[config.mk]
export PLATFORM = sky130hd
export DESIGN_NAME = uart_rx_pkt_ctrl_flat
export DESIGN_NICKNAME = d
export VERILOG_FILES = /design/src/rtl/uart_rx_pkt_ctrl_if.sv /design/src/rtl/uart_rx_pkt_ctrl.sv /design/src/flat_wrapper.sv
export SDC_FILE = /design/constraint.sdc
export NUM_CORES = 1
export LEC_CHECK = 0
export CORE_MARGIN = 3
export CORE_UTILIZATION = 30
export DETAILED_ROUTE_END_ITERATION = 12
export SETUP_SLACK_MARGIN = 0.02
export SYNTH_ARGS = -nofsm -noshare
export SYNTH_HDL_FRONTEND = slang
export SYNTH_SLANG_ARGS = --single-unit
[constraint.sdc]
create_clock -name clk -period 7.49 [get_ports clk]
set_input_delay 1.8725 -clock clk [delete_from_list [all_inputs] [get_ports clk]]
set_output_delay 1.8725 -clock clk [all_outputs]
set_load 0.01 [all_outputs]
[src/rtl/uart_rx_pkt_ctrl_if.sv]
// Bus bundle between the UART byte stream, the packet sequencer and the command decoder.
interface uart_rx_pkt_ctrl_if #(
  parameter int MAX_LEN = 16
);
  localparam int LW = $clog2(MAX_LEN + 1);
  localparam int AW = (MAX_LEN > 1) ? $clog2(MAX_LEN) : 1;

  logic          rx_valid;
  logic [7:0]    rx_data;
  logic          rx_perr;
  logic          pkt_valid;
  logic          pkt_ready;
  logic [LW-1:0] pkt_len;
  logic [AW-1:0] rd_addr;
  logic [7:0]    rd_data;
  logic          busy;
  logic          err_pulse;
  logic [2:0]    err_code;

  modport master (
    output rx_valid, rx_data, rx_perr, pkt_ready, rd_addr,
    input  pkt_valid, pkt_len, rd_data, busy, err_pulse, err_code
  );

  modport slave (
    input  rx_valid, rx_data, rx_perr, pkt_ready, rd_addr,
    output pkt_valid, pkt_len, rd_data, busy, err_pulse, err_code
  );
endinterface

[src/rtl/uart_rx_pkt_ctrl.sv]
// Parses SOF/LEN/payload/checksum frames from the UART receiver into a held payload buffer.
// state   | meaning
// IDLE    | hunting for SOF
// LEN     | waiting for length byte
// PAYLOAD | storing payload bytes
// CHK     | waiting for checksum byte
// HOLD    | good packet presented, waiting for consumer
module uart_rx_pkt_ctrl #(
  parameter int         MAX_LEN     = 16,
  parameter logic [7:0] SOF_BYTE    = 8'hA5,
  parameter int         TIMEOUT_CYC = 100000
) (
  input logic clk,
  input logic rst_n,
  uart_rx_pkt_ctrl_if.slave bus
);
  localparam int LW = $clog2(MAX_LEN + 1);
  localparam int AW = (MAX_LEN > 1) ? $clog2(MAX_LEN) : 1;
  localparam int TW = $clog2(TIMEOUT_CYC);

  localparam logic [2:0] S_IDLE    = 3'd0;
  localparam logic [2:0] S_LEN     = 3'd1;
  localparam logic [2:0] S_PAYLOAD = 3'd2;
  localparam logic [2:0] S_CHK     = 3'd3;
  localparam logic [2:0] S_HOLD    = 3'd4;

  localparam logic [2:0] E_PARITY  = 3'd0;
  localparam logic [2:0] E_LEN     = 3'd1;
  localparam logic [2:0] E_CHKSUM  = 3'd2;
  localparam logic [2:0] E_TIMEOUT = 3'd3;
  localparam logic [2:0] E_OVERRUN = 3'd4;

  logic [2:0]    state_q, state_d;
  logic [LW-1:0] len_q, len_d;
  logic [LW-1:0] idx_q, idx_d;
  logic [7:0]    sum_q, sum_d;
  logic [TW-1:0] tmo_q, tmo_d;
  logic          pkt_valid_q, pkt_valid_d;
  logic [LW-1:0] pkt_len_q, pkt_len_d;
  logic          busy_q, busy_d;
  logic          err_pulse_q, err_pulse_d;
  logic [2:0]    err_code_q, err_code_d;
  logic          wr_en;
  logic          tmo_hit;
  logic          active_d;
  logic [7:0]    buf_mem [MAX_LEN];

  assign tmo_hit  = (tmo_q == TW'(TIMEOUT_CYC - 1));
  assign active_d = (state_d == S_LEN) || (state_d == S_PAYLOAD) || (state_d == S_CHK);

  always_comb begin
    state_d     = state_q;
    len_d       = len_q;
    idx_d       = idx_q;
    sum_d       = sum_q;
    pkt_valid_d = pkt_valid_q;
    pkt_len_d   = pkt_len_q;
    err_pulse_d = 1'b0;
    err_code_d  = err_code_q;
    wr_en       = 1'b0;

    case (state_q)
      S_IDLE: begin
        if (bus.rx_valid) begin
          if (bus.rx_perr) begin
            err_pulse_d = 1'b1;
            err_code_d  = E_PARITY;
          end else if (bus.rx_data == SOF_BYTE) begin
            state_d = S_LEN;
          end
        end
      end
      S_LEN: begin
        if (bus.rx_valid) begin
          state_d = S_IDLE;
          if (bus.rx_perr) begin
            err_pulse_d = 1'b1;
            err_code_d  = E_PARITY;
          end else if (bus.rx_data == 8'd0 || int'(bus.rx_data) > MAX_LEN) begin
            err_pulse_d = 1'b1;
            err_code_d  = E_LEN;
          end else begin
            len_d   = LW'(bus.rx_data);
            sum_d   = bus.rx_data;
            idx_d   = '0;
            state_d = S_PAYLOAD;
          end
        end else if (tmo_hit) begin
          err_pulse_d = 1'b1;
          err_code_d  = E_TIMEOUT;
          state_d     = S_IDLE;
        end
      end
      S_PAYLOAD: begin
        if (bus.rx_valid) begin
          if (bus.rx_perr) begin
            err_pulse_d = 1'b1;
            err_code_d  = E_PARITY;
            state_d     = S_IDLE;
          end else begin
            wr_en = 1'b1;
            sum_d = sum_q + bus.rx_data;
            idx_d = idx_q + LW'(1);
            if (idx_d == len_q) state_d = S_CHK;
          end
        end else if (tmo_hit) begin
          err_pulse_d = 1'b1;
          err_code_d  = E_TIMEOUT;
          state_d     = S_IDLE;
        end
      end
      S_CHK: begin
        if (bus.rx_valid) begin
          state_d = S_IDLE;
          if (bus.rx_perr) begin
            err_pulse_d = 1'b1;
            err_code_d  = E_PARITY;
          end else if (bus.rx_data != sum_q) begin
            err_pulse_d = 1'b1;
            err_code_d  = E_CHKSUM;
          end else begin
            state_d     = S_HOLD;
            pkt_valid_d = 1'b1;
            pkt_len_d   = len_q;
          end
        end else if (tmo_hit) begin
          err_pulse_d = 1'b1;
          err_code_d  = E_TIMEOUT;
          state_d     = S_IDLE;
        end
      end
      S_HOLD: begin
        // Bytes arriving while a packet is held are dropped, even on the release cycle.
        if (bus.rx_valid) begin
          err_pulse_d = 1'b1;
          err_code_d  = E_OVERRUN;
        end
        if (bus.pkt_ready) begin
          pkt_valid_d = 1'b0;
          state_d     = S_IDLE;
        end
      end
      default: state_d = S_IDLE;
    endcase

    if (bus.rx_valid || !active_d || state_q == S_IDLE) tmo_d = '0;
    else                                                 tmo_d = tmo_q + TW'(1);
    busy_d = active_d;
  end

  always_ff @(posedge clk or negedge rst_n) begin
    if (!rst_n) begin
      state_q     <= S_IDLE;
      len_q       <= '0;
      idx_q       <= '0;
      sum_q       <= '0;
      tmo_q       <= '0;
      pkt_valid_q <= 1'b0;
      pkt_len_q   <= '0;
      busy_q      <= 1'b0;
      err_pulse_q <= 1'b0;
      err_code_q  <= '0;
    end else begin
      state_q     <= state_d;
      len_q       <= len_d;
      idx_q       <= idx_d;
      sum_q       <= sum_d;
      tmo_q       <= tmo_d;
      pkt_valid_q <= pkt_valid_d;
      pkt_len_q   <= pkt_len_d;
      busy_q      <= busy_d;
      err_pulse_q <= err_pulse_d;
      err_code_q  <= err_code_d;
    end
  end

  always_ff @(posedge clk) begin
    if (wr_en) buf_mem[idx_q[AW-1:0]] <= bus.rx_data;
  end

  assign bus.rd_data   = (int'(bus.rd_addr) < MAX_LEN) ? buf_mem[bus.rd_addr] : 8'h00;
  assign bus.pkt_valid = pkt_valid_q;
  assign bus.pkt_len   = pkt_len_q;
  assign bus.busy      = busy_q;
  assign bus.err_pulse = err_pulse_q;
  assign bus.err_code  = err_code_q;
endmodule

[src/flat_wrapper.sv]
// flat-port wrapper written by rule: the top's interface ports become plain ports
module uart_rx_pkt_ctrl_flat 
#(
  parameter int         MAX_LEN     = 16,
  parameter logic [7:0] SOF_BYTE    = 8'hA5,
  parameter int         TIMEOUT_CYC = 100000
)
  (clk, rst_n, bus_rx_valid, bus_rx_data, bus_rx_perr, bus_pkt_ready, bus_rd_addr, bus_pkt_valid, bus_pkt_len, bus_rd_data, bus_busy, bus_err_pulse, bus_err_code);
  uart_rx_pkt_ctrl_if #(.MAX_LEN(MAX_LEN)) bus_i ();
  input logic clk;
  input logic rst_n;
  input wire logic [$bits(bus_i.rx_valid)-1:0] bus_rx_valid;
  input wire logic [$bits(bus_i.rx_data)-1:0] bus_rx_data;
  input wire logic [$bits(bus_i.rx_perr)-1:0] bus_rx_perr;
  input wire logic [$bits(bus_i.pkt_ready)-1:0] bus_pkt_ready;
  input wire logic [$bits(bus_i.rd_addr)-1:0] bus_rd_addr;
  output wire logic [$bits(bus_i.pkt_valid)-1:0] bus_pkt_valid;
  output wire logic [$bits(bus_i.pkt_len)-1:0] bus_pkt_len;
  output wire logic [$bits(bus_i.rd_data)-1:0] bus_rd_data;
  output wire logic [$bits(bus_i.busy)-1:0] bus_busy;
  output wire logic [$bits(bus_i.err_pulse)-1:0] bus_err_pulse;
  output wire logic [$bits(bus_i.err_code)-1:0] bus_err_code;
  assign bus_i.rx_valid = bus_rx_valid;
  assign bus_i.rx_data = bus_rx_data;
  assign bus_i.rx_perr = bus_rx_perr;
  assign bus_i.pkt_ready = bus_pkt_ready;
  assign bus_i.rd_addr = bus_rd_addr;
  assign bus_pkt_valid = bus_i.pkt_valid;
  assign bus_pkt_len = bus_i.pkt_len;
  assign bus_rd_data = bus_i.rd_data;
  assign bus_busy = bus_i.busy;
  assign bus_err_pulse = bus_i.err_pulse;
  assign bus_err_code = bus_i.err_code;
  uart_rx_pkt_ctrl #(.MAX_LEN(MAX_LEN), .SOF_BYTE(SOF_BYTE), .TIMEOUT_CYC(TIMEOUT_CYC)) u_core (.clk(clk), .rst_n(rst_n), .bus(bus_i));
endmodule
== Word-level counts from Yosys, hierarchy flattened ==
Memories as Yosys holds them, arrays and structs flattened.
Cells that the tools add are included.
Operators by class
  multiplexer cells: 62
  bitwise gates (word level): 3
  reduce and logical (&&, ||, !) cells: 16
  add/subtract/negate cells: 3
  eq/ne operators: 24
  $lt $le $gt $ge: 1
Operators by type and width (number)
  $mux 3: 24
  $mux 8: 5
  $pmux 3 s5: 2
  $mux 5: 5
  $ne 2x2->1 const B: 11
  $mux 1: 20
  $add 17x1->17 const B: 1
  $eq 17x17->1 const B: 1
  $mux 17: 1
  $pmux 8 s2: 1
  $eq 3x2->1 const B: 4
  $pmux 5 s2: 1
  $reduce_and 5->1: 2
  $add 8x8->8: 1
  $eq 8x8->1 const B: 1
  $gt 8x5->1 const B: 1
  $logic_not 8->1: 1
  $ne 4x3->1 const B: 2
  $ne 8x8->1: 1
  $reduce_and 4->1: 2
  $eq 3x1->1 const B: 2
  $reduce_and 6->1: 1
  $add 5x1->5 const B: 1
  $eq 5x5->1: 1
  10 further kinds: 17
Storage, ports and cells
  input port bits: 17
  bits in writable memories: 128
  logic and storage cells: 120
  output and inout bits: 19
  memories: 1
  register bits: 49
Memory list
  u_core.buf_mem: words 16, width 8, rd ports 1, clocked after Yosys merged registers in 0, write ports 1, RTL line uart_rx_pkt_ctrl.sv:46  | logic [7:0] buf_mem [MAX_LEN];

== Logic depth before layout (Yosys ltp) ==
Gate-level depths: netlist of run 1.
  word-level depth: 13
  gate-level depth with buffers: 9
  depth with buffers taken out: 8

== Worst setup path before layout of run 1 ==
Ideal clock, no wire load.
  path type: input port to output port
  start: in bus_rd_addr[0]
  end: out bus_rd_data[0]
  arrival time: 3.414 ns
  data required time: 5.617 ns
  stages: 4
  setup slack: 2.203 ns
  cells stage by stage: clkbuf_1 -> buf_2 -> mux4_2 -> mux4_2
Between the ends
  longest elaborated chain between the ends: 1
Ends and longest elaborated chain
  start: declaration: RTL line flat_wrapper.sv:16  | input wire logic [$bits(bus_i.rd_addr)-1:0] bus_rd_addr;
  $mem_v2 16x8
  end: declaration: RTL line flat_wrapper.sv:19  | output wire logic [$bits(bus_i.rd_data)-1:0] bus_rd_data;
Every way passes these cells.

== Worst setup path in the final report of run 1 ==
  start: in bus_rd_addr[0]
  end: out bus_rd_data[2]
The elaborated chain is that of the path after synthesis.

==> results of run 1 <==
==> worst paths after layout <==
path,start,to,depth (start not counted)
worst max register to register,u_core.state_q[1],u_core.buf_mem[14][5],4
worst max-delay path,bus_rd_addr[0],bus_rd_data[2],5
max in group asynchronous,rst_n,u_core.idx_q[2],2
min in group asynchronous,rst_n,u_core.tmo_q[12],2
worst min register to register,u_core.tmo_q[0],u_core.tmo_q[0],1
worst min-delay path,u_core.tmo_q[0],u_core.tmo_q[0],1
==> area by class of cell <==
cell class,instances,share of cell area
clock inverter,15,0.0203
multi-input combinational,291,0.296
sequential,177,0.542
inverter,19,0.00762
tap,330,0.0441
timing repair buffer,45,0.0444
clock buffer,17,0.0455
==> through the flow <==
step           area, um^2  setup WS [ns]  hold WS (ns)  instances
3_5_place_dp         8740           1.22         0.480        862
2_1_floorplan        7950           2.20         0.455        513
4_1_cts              9360           1.21         0.491        894
6_report             9360           1.28         0.495        894
5_1_grt              9360           1.11         0.511        894
3_3_place_gp         8740           1.28         0.475        862
==> per-layer routing <==
layer	wire length (um)	track usage
met1	7380	0.165
met2	8840	0.215
met5	0	0
met4	170	0.0334
met3	964	0.0269
==> cells by family after synthesis <==
family	after synthesis	synth area share
compound gates	68	0.0634
xor+xnor	29	0.0337
fa+ha+maj	13	0.0214
buf+inv	45	0.0241
flops	177	0.638
mux	55	0.134
simple gates	126	0.0853
==> registers in the layout, indices dropped and copies added, names as in the netlist, 3 cells and up <==
register / cells
u_core.idx_q: 5
u_core.sum_q: 8
u_core.state_q: 3
u_core.buf_mem: 128
u_core.tmo_q: 17
u_core.bus.err_code: 3
u_core.len_q: 5
u_core.bus.pkt_len: 5
==> worst max-delay path, delay by kind of cell <==
kind                   cells  cell delay [ns]
muxes                      2             1.04
buffers and inverters      3             1.43
==> synth_stat cells, drive strengths merged, types with 11 or more instances <==
cell    count  area, um^2
edfxtp    128        3840
dfrtp      49        1230
mux4       40         901
nor2       24        90.1
nand2      19        71.3
inv        18        67.6
nand3      18        90.1
nor3       17        85.1
xnor2      17         149
a211oi     16         155
clkbuf     14        52.6
mux2       14         158
a21oi      12        60.1
buf        12        67.6
ha         12         150
o21ai      12        60.1
xor2       11        96.3
==> power groups by stage <==
stage	Clock, uW	Sequential [uW]	Combinational [uW]
after global routing	964	1150	435
after detailed placement	0	1170	389
after CTS	926	1150	391
after global placement	0	1160	375
after floorplan	0	1140	289
final	907	1150	389
==> out/qor.csv, run 1 <==
metric,value,unit
drt-initial-drc-count,496,
hold_buffers,0,
crit_top_cell,mux4_2,
gp_congestion,0.766,
syn-cell-area,7950,um^2
relSlewSlack,0.209,
syn-instance-count,513,
rsz0062_at_grt,no,
detailed_place_hpwl,11.1,mm
die_w,169,um
pwr-share-seq,0.469,
path_clk_slew,0.08,ns
status,"complete, no violations",
multiInputGateArea,2770,um^2
h-tree-depth,4,
synth_edf_count,128,
cts_buffers,17,
clk_latency,0.44,ns
cts_tree,done,
overflow,0,
finalSetupViolations,0,
io_buffers,35,
initial_core_util,0.310,
path_max_fanout,18,
hold_path.class,reg -> reg,
layout-drive-gt1-share,0.215,
regArea,5070,um^2
leakagePower,0.00317,uW
dieArea,28500,um^2
period_share,0.830,
p_sw_frac,0.295,
rows,58,
antenna_found_initial,0,
worst_pin_slew,1.18,ns
internal_power,1720,uW
final_cell_mix,"128 x edfxtp_1, 49 x dfrtp_1, 40 x mux4_2",
slew_violations,0,
diodes,0,
drc,0,
io_pins,36,
cts_setup_buffers,0,
track_usage,0.126,
grt_max_degree,50,
utilization,0.365,
irDropWorstVdd,174,uV
fin_crit,6.21,ns
worstPathRequired,5.62,ns
fin_setup_tns,0,ns
fmax,0.161,GHz
nFillCells,2366,
ff2ff_setup_slack,4.03,ns
via_count,4492,
skew,0.0152,ns
clk_path_buf_depth,2,
postRouteAntennaNets,0,
synth.distinct_cells,58,
power.density,261,nW/um^2
slowest_stage,mux4_2,
max_cap_violations,0,
cp_data_arrival_time,4.34,ns
grt_pass1_vias,4670,
die-height,169,um
hold_viol,0,
crit_path_max_incr_delay,0.55,ns
synth-main-ff-cell,edfxtp_1,
cts-root-buf,clkbuf_16,
post_cts_resized,0,
grt_pass1_wl,27.5,mm
ys_seq_area_frac,0.638,
final_common_cell,edfxtp_1,
power.switching,721,uW
p_clk_frac,0.371,
syn_nets,543,
postSynthAreaPerCell,15.5,um^2
syn_to_final_growth,17.7,%
wire_per_inst,19.4,um
synth-seq-cells,177,
path_class,in -> out,
fin_nets,581,
path_cells,buf_2 -> buf_4 -> mux4_2 -> mux4_2 -> clkdlybuf4s50_1,
end_kind,output port,
combPwrFrac,0.159,
power.total,2440,uW
cts.sinks,177,
startpoint_type,input port,
coreArea,25600,um^2
wl,17.4,mm
synthArstFlopShare,0.277,
ys_warn_count,0,
via_per_inst,5.02,
firstDrtPassIters,4,
Power figures use the tool's default switching activity.
==> run 2, diff against run 1 <==
==> constraint.sdc (replaced) <==
create_clock -name clk -period 5.8 [get_ports clk]
set_input_delay 1.45 -clock clk [delete_from_list [all_inputs] [get_ports clk]]
set_output_delay 1.45 -clock clk [all_outputs]
set_load 0.01 [all_outputs]
==> run 2 against run 1 <==
Net effect: count of clock-buffer cells in the layout is the same; sequential share of layout area is 0.36 points lower; first-iteration DRC count fell by 2.0%; cell area up 0.67%; power grew 29%; flip-flop and latch count unchanged; clock skew up 0.0016 ns; sequential power rose by 29%; via count up 1.6%; critical path depth stayed put; critical path type unchanged.
==> out/qor.csv, run 2 (same netlist as run 1, synthesis figures left out) <==
metric,value,unit
antenna_found_initial,0,
relSlewSlack,0.308,
clk_path_buf_depth,2,
leakagePower,0.00320,uW
cp.depth,5,
wl,17.2,mm
worst-path-buf-inv,3,
skew,0.0168,ns
cp-startpoint,bus_rd_addr[1],
hold_path.class,reg -> reg,
final_cell_mix,"128 x edfxtp_1, 49 x dfrtp_1, 40 x mux4_2",
cts-root-buf,clkbuf_16,
worstHoldStart,u_core.tmo_q[0],
post_cts_resized,0,
irDropWorstVdd,196,uV
final_common_cell,edfxtp_1,
cp_data_arrival_time,3.72,ns
h-tree-depth,4,
die-height,169,um
grt_max_degree,50,
fin_nets,586,
drc,0,
track_usage,0.125,
worstPathRequired,4.35,ns
grt_pass1_wl,27.2,mm
cts.sinks,177,
overflow,0,
fin_area,9420,um^2
cts_buffers,17,
path_class,in -> out,
syn_to_final_growth,18.5,%
gp_congestion,0.779,
dpl_cell_area,8810,um^2
end_kind,output port,
via_per_inst,5.08,
drt-initial-drc-count,486,
clk_latency,0.43,ns
finalSetupViolations,0,
slowest_stage,mux4_2,
rows,58,
final_cells,899,
power.density,334,nW/um^2
path_cells,clkdlybuf4s50_1 -> buf_4 -> mux4_2 -> mux4_2 -> clkdlybuf4s50_1,
postRouteAntennaNets,0,
rsz0062_at_grt,no,
slew_violations,0,
fin_crit,5.17,ns
fin_setup_tns,0,ns
initial_core_util,0.310,
dieArea,28500,um^2
via_count,4566,
max_cap_violations,0,
coreArea,25600,um^2
cp_top_family,buffers and inverters,
io_pins,36,
status,"complete, no violations",
fmax,0.193,GHz
period_share,0.891,
firstDrtPassIters,5,
worst_pin_slew,1.03,ns
diodes,0,
die_w,169,um
crit_path_max_incr_delay,0.51,ns
reg2reg_depth,3,
ff2ff_setup_slack,2.68,ns
dp_cells,867,
cts_setup_buffers,0,
worstHoldPathCells,1,
path_clk_slew,0.08,ns
wire_per_inst,19.2,um
min_to,u_core.tmo_q[0],
hold_buffers,0,
startpoint_type,input port,
reg2reg_to,u_core.buf_mem[15][5],
cts_tree,done,
io_buffers,35,
path_max_fanout,32,
hold_viol,0,
largest_register_ffs,128,
detailed_place_hpwl,11.3,mm
r2r-start,u_core.state_q[1],
grt_pass1_vias,4686,
layout-drive-gt1-share,0.218,
run 2: cell types whose count changed in the layout (fill, tap and decap cells not counted), moves of 2 or more:
cell and change:
inv_8 -2, nor4_2 -3, buf_4 +4, nor4_4 +3
clkinv_4 +2
run 2: worst max path at each step:
stage	endpoint	slack, ns
2_1_floorplan	bus_rd_data[0]	1.36
5_1_grt	bus_rd_data[0]	0.56
6_report	bus_rd_data[0]	0.63
4_1_cts	bus_rd_data[0]	0.63
3_5_place_dp	bus_rd_data[0]	0.63
3_3_place_gp	bus_rd_data[1]	0.66
run 2: final cells by class:
type	instances	area, um^2
Multi-Input combinational cell	291	2790
Tap cell	330	413
Clock inverter	15	181
Fill cell	2369	16200
Inverter	19	71.3
Clock buffer	17	425
Sequential cell	177	5070
Timing Repair Buffer	50	465
run 2: power by group:
part | switching, uW | internal, uW | total [uW] | leakage [uW]
clock | 565 | 590 | 1160 | 0.000295
sequential | 73.9 | 1410 | 1480 | 0.00181
combinational | 286 | 222 | 508 | 0.00110
total | 925 | 2220 | 3150 | 0.00320
run 2: metrics by stage:
stage / worst slack, ns / hold WS [ns] / utilization / total power, uW
after floorplan: 1.36 / 0.455 / - / 1840
after global placement: 0.659 / 0.477 / 0.344 / 2010
after detailed placement: 0.635 / 0.488 / 0.344 / 2020
after CTS: 0.627 / 0.500 / 0.368 / 3170
after global routing: 0.561 / 0.536 / 0.368 / 3300
final: 0.632 / 0.497 / 0.368 / 3150
run 2: layer usage:
layer / GRT usage / routed length [um] / vias to the layer above
li1: - / - / 2113
met1: 0.163 / 7580 / 2332
met2: 0.210 / 8690 / 107
met3: 0.0299 / 749 / 14
met4: 0.0374 / 212 / 0
met5: 0 / 0 / -
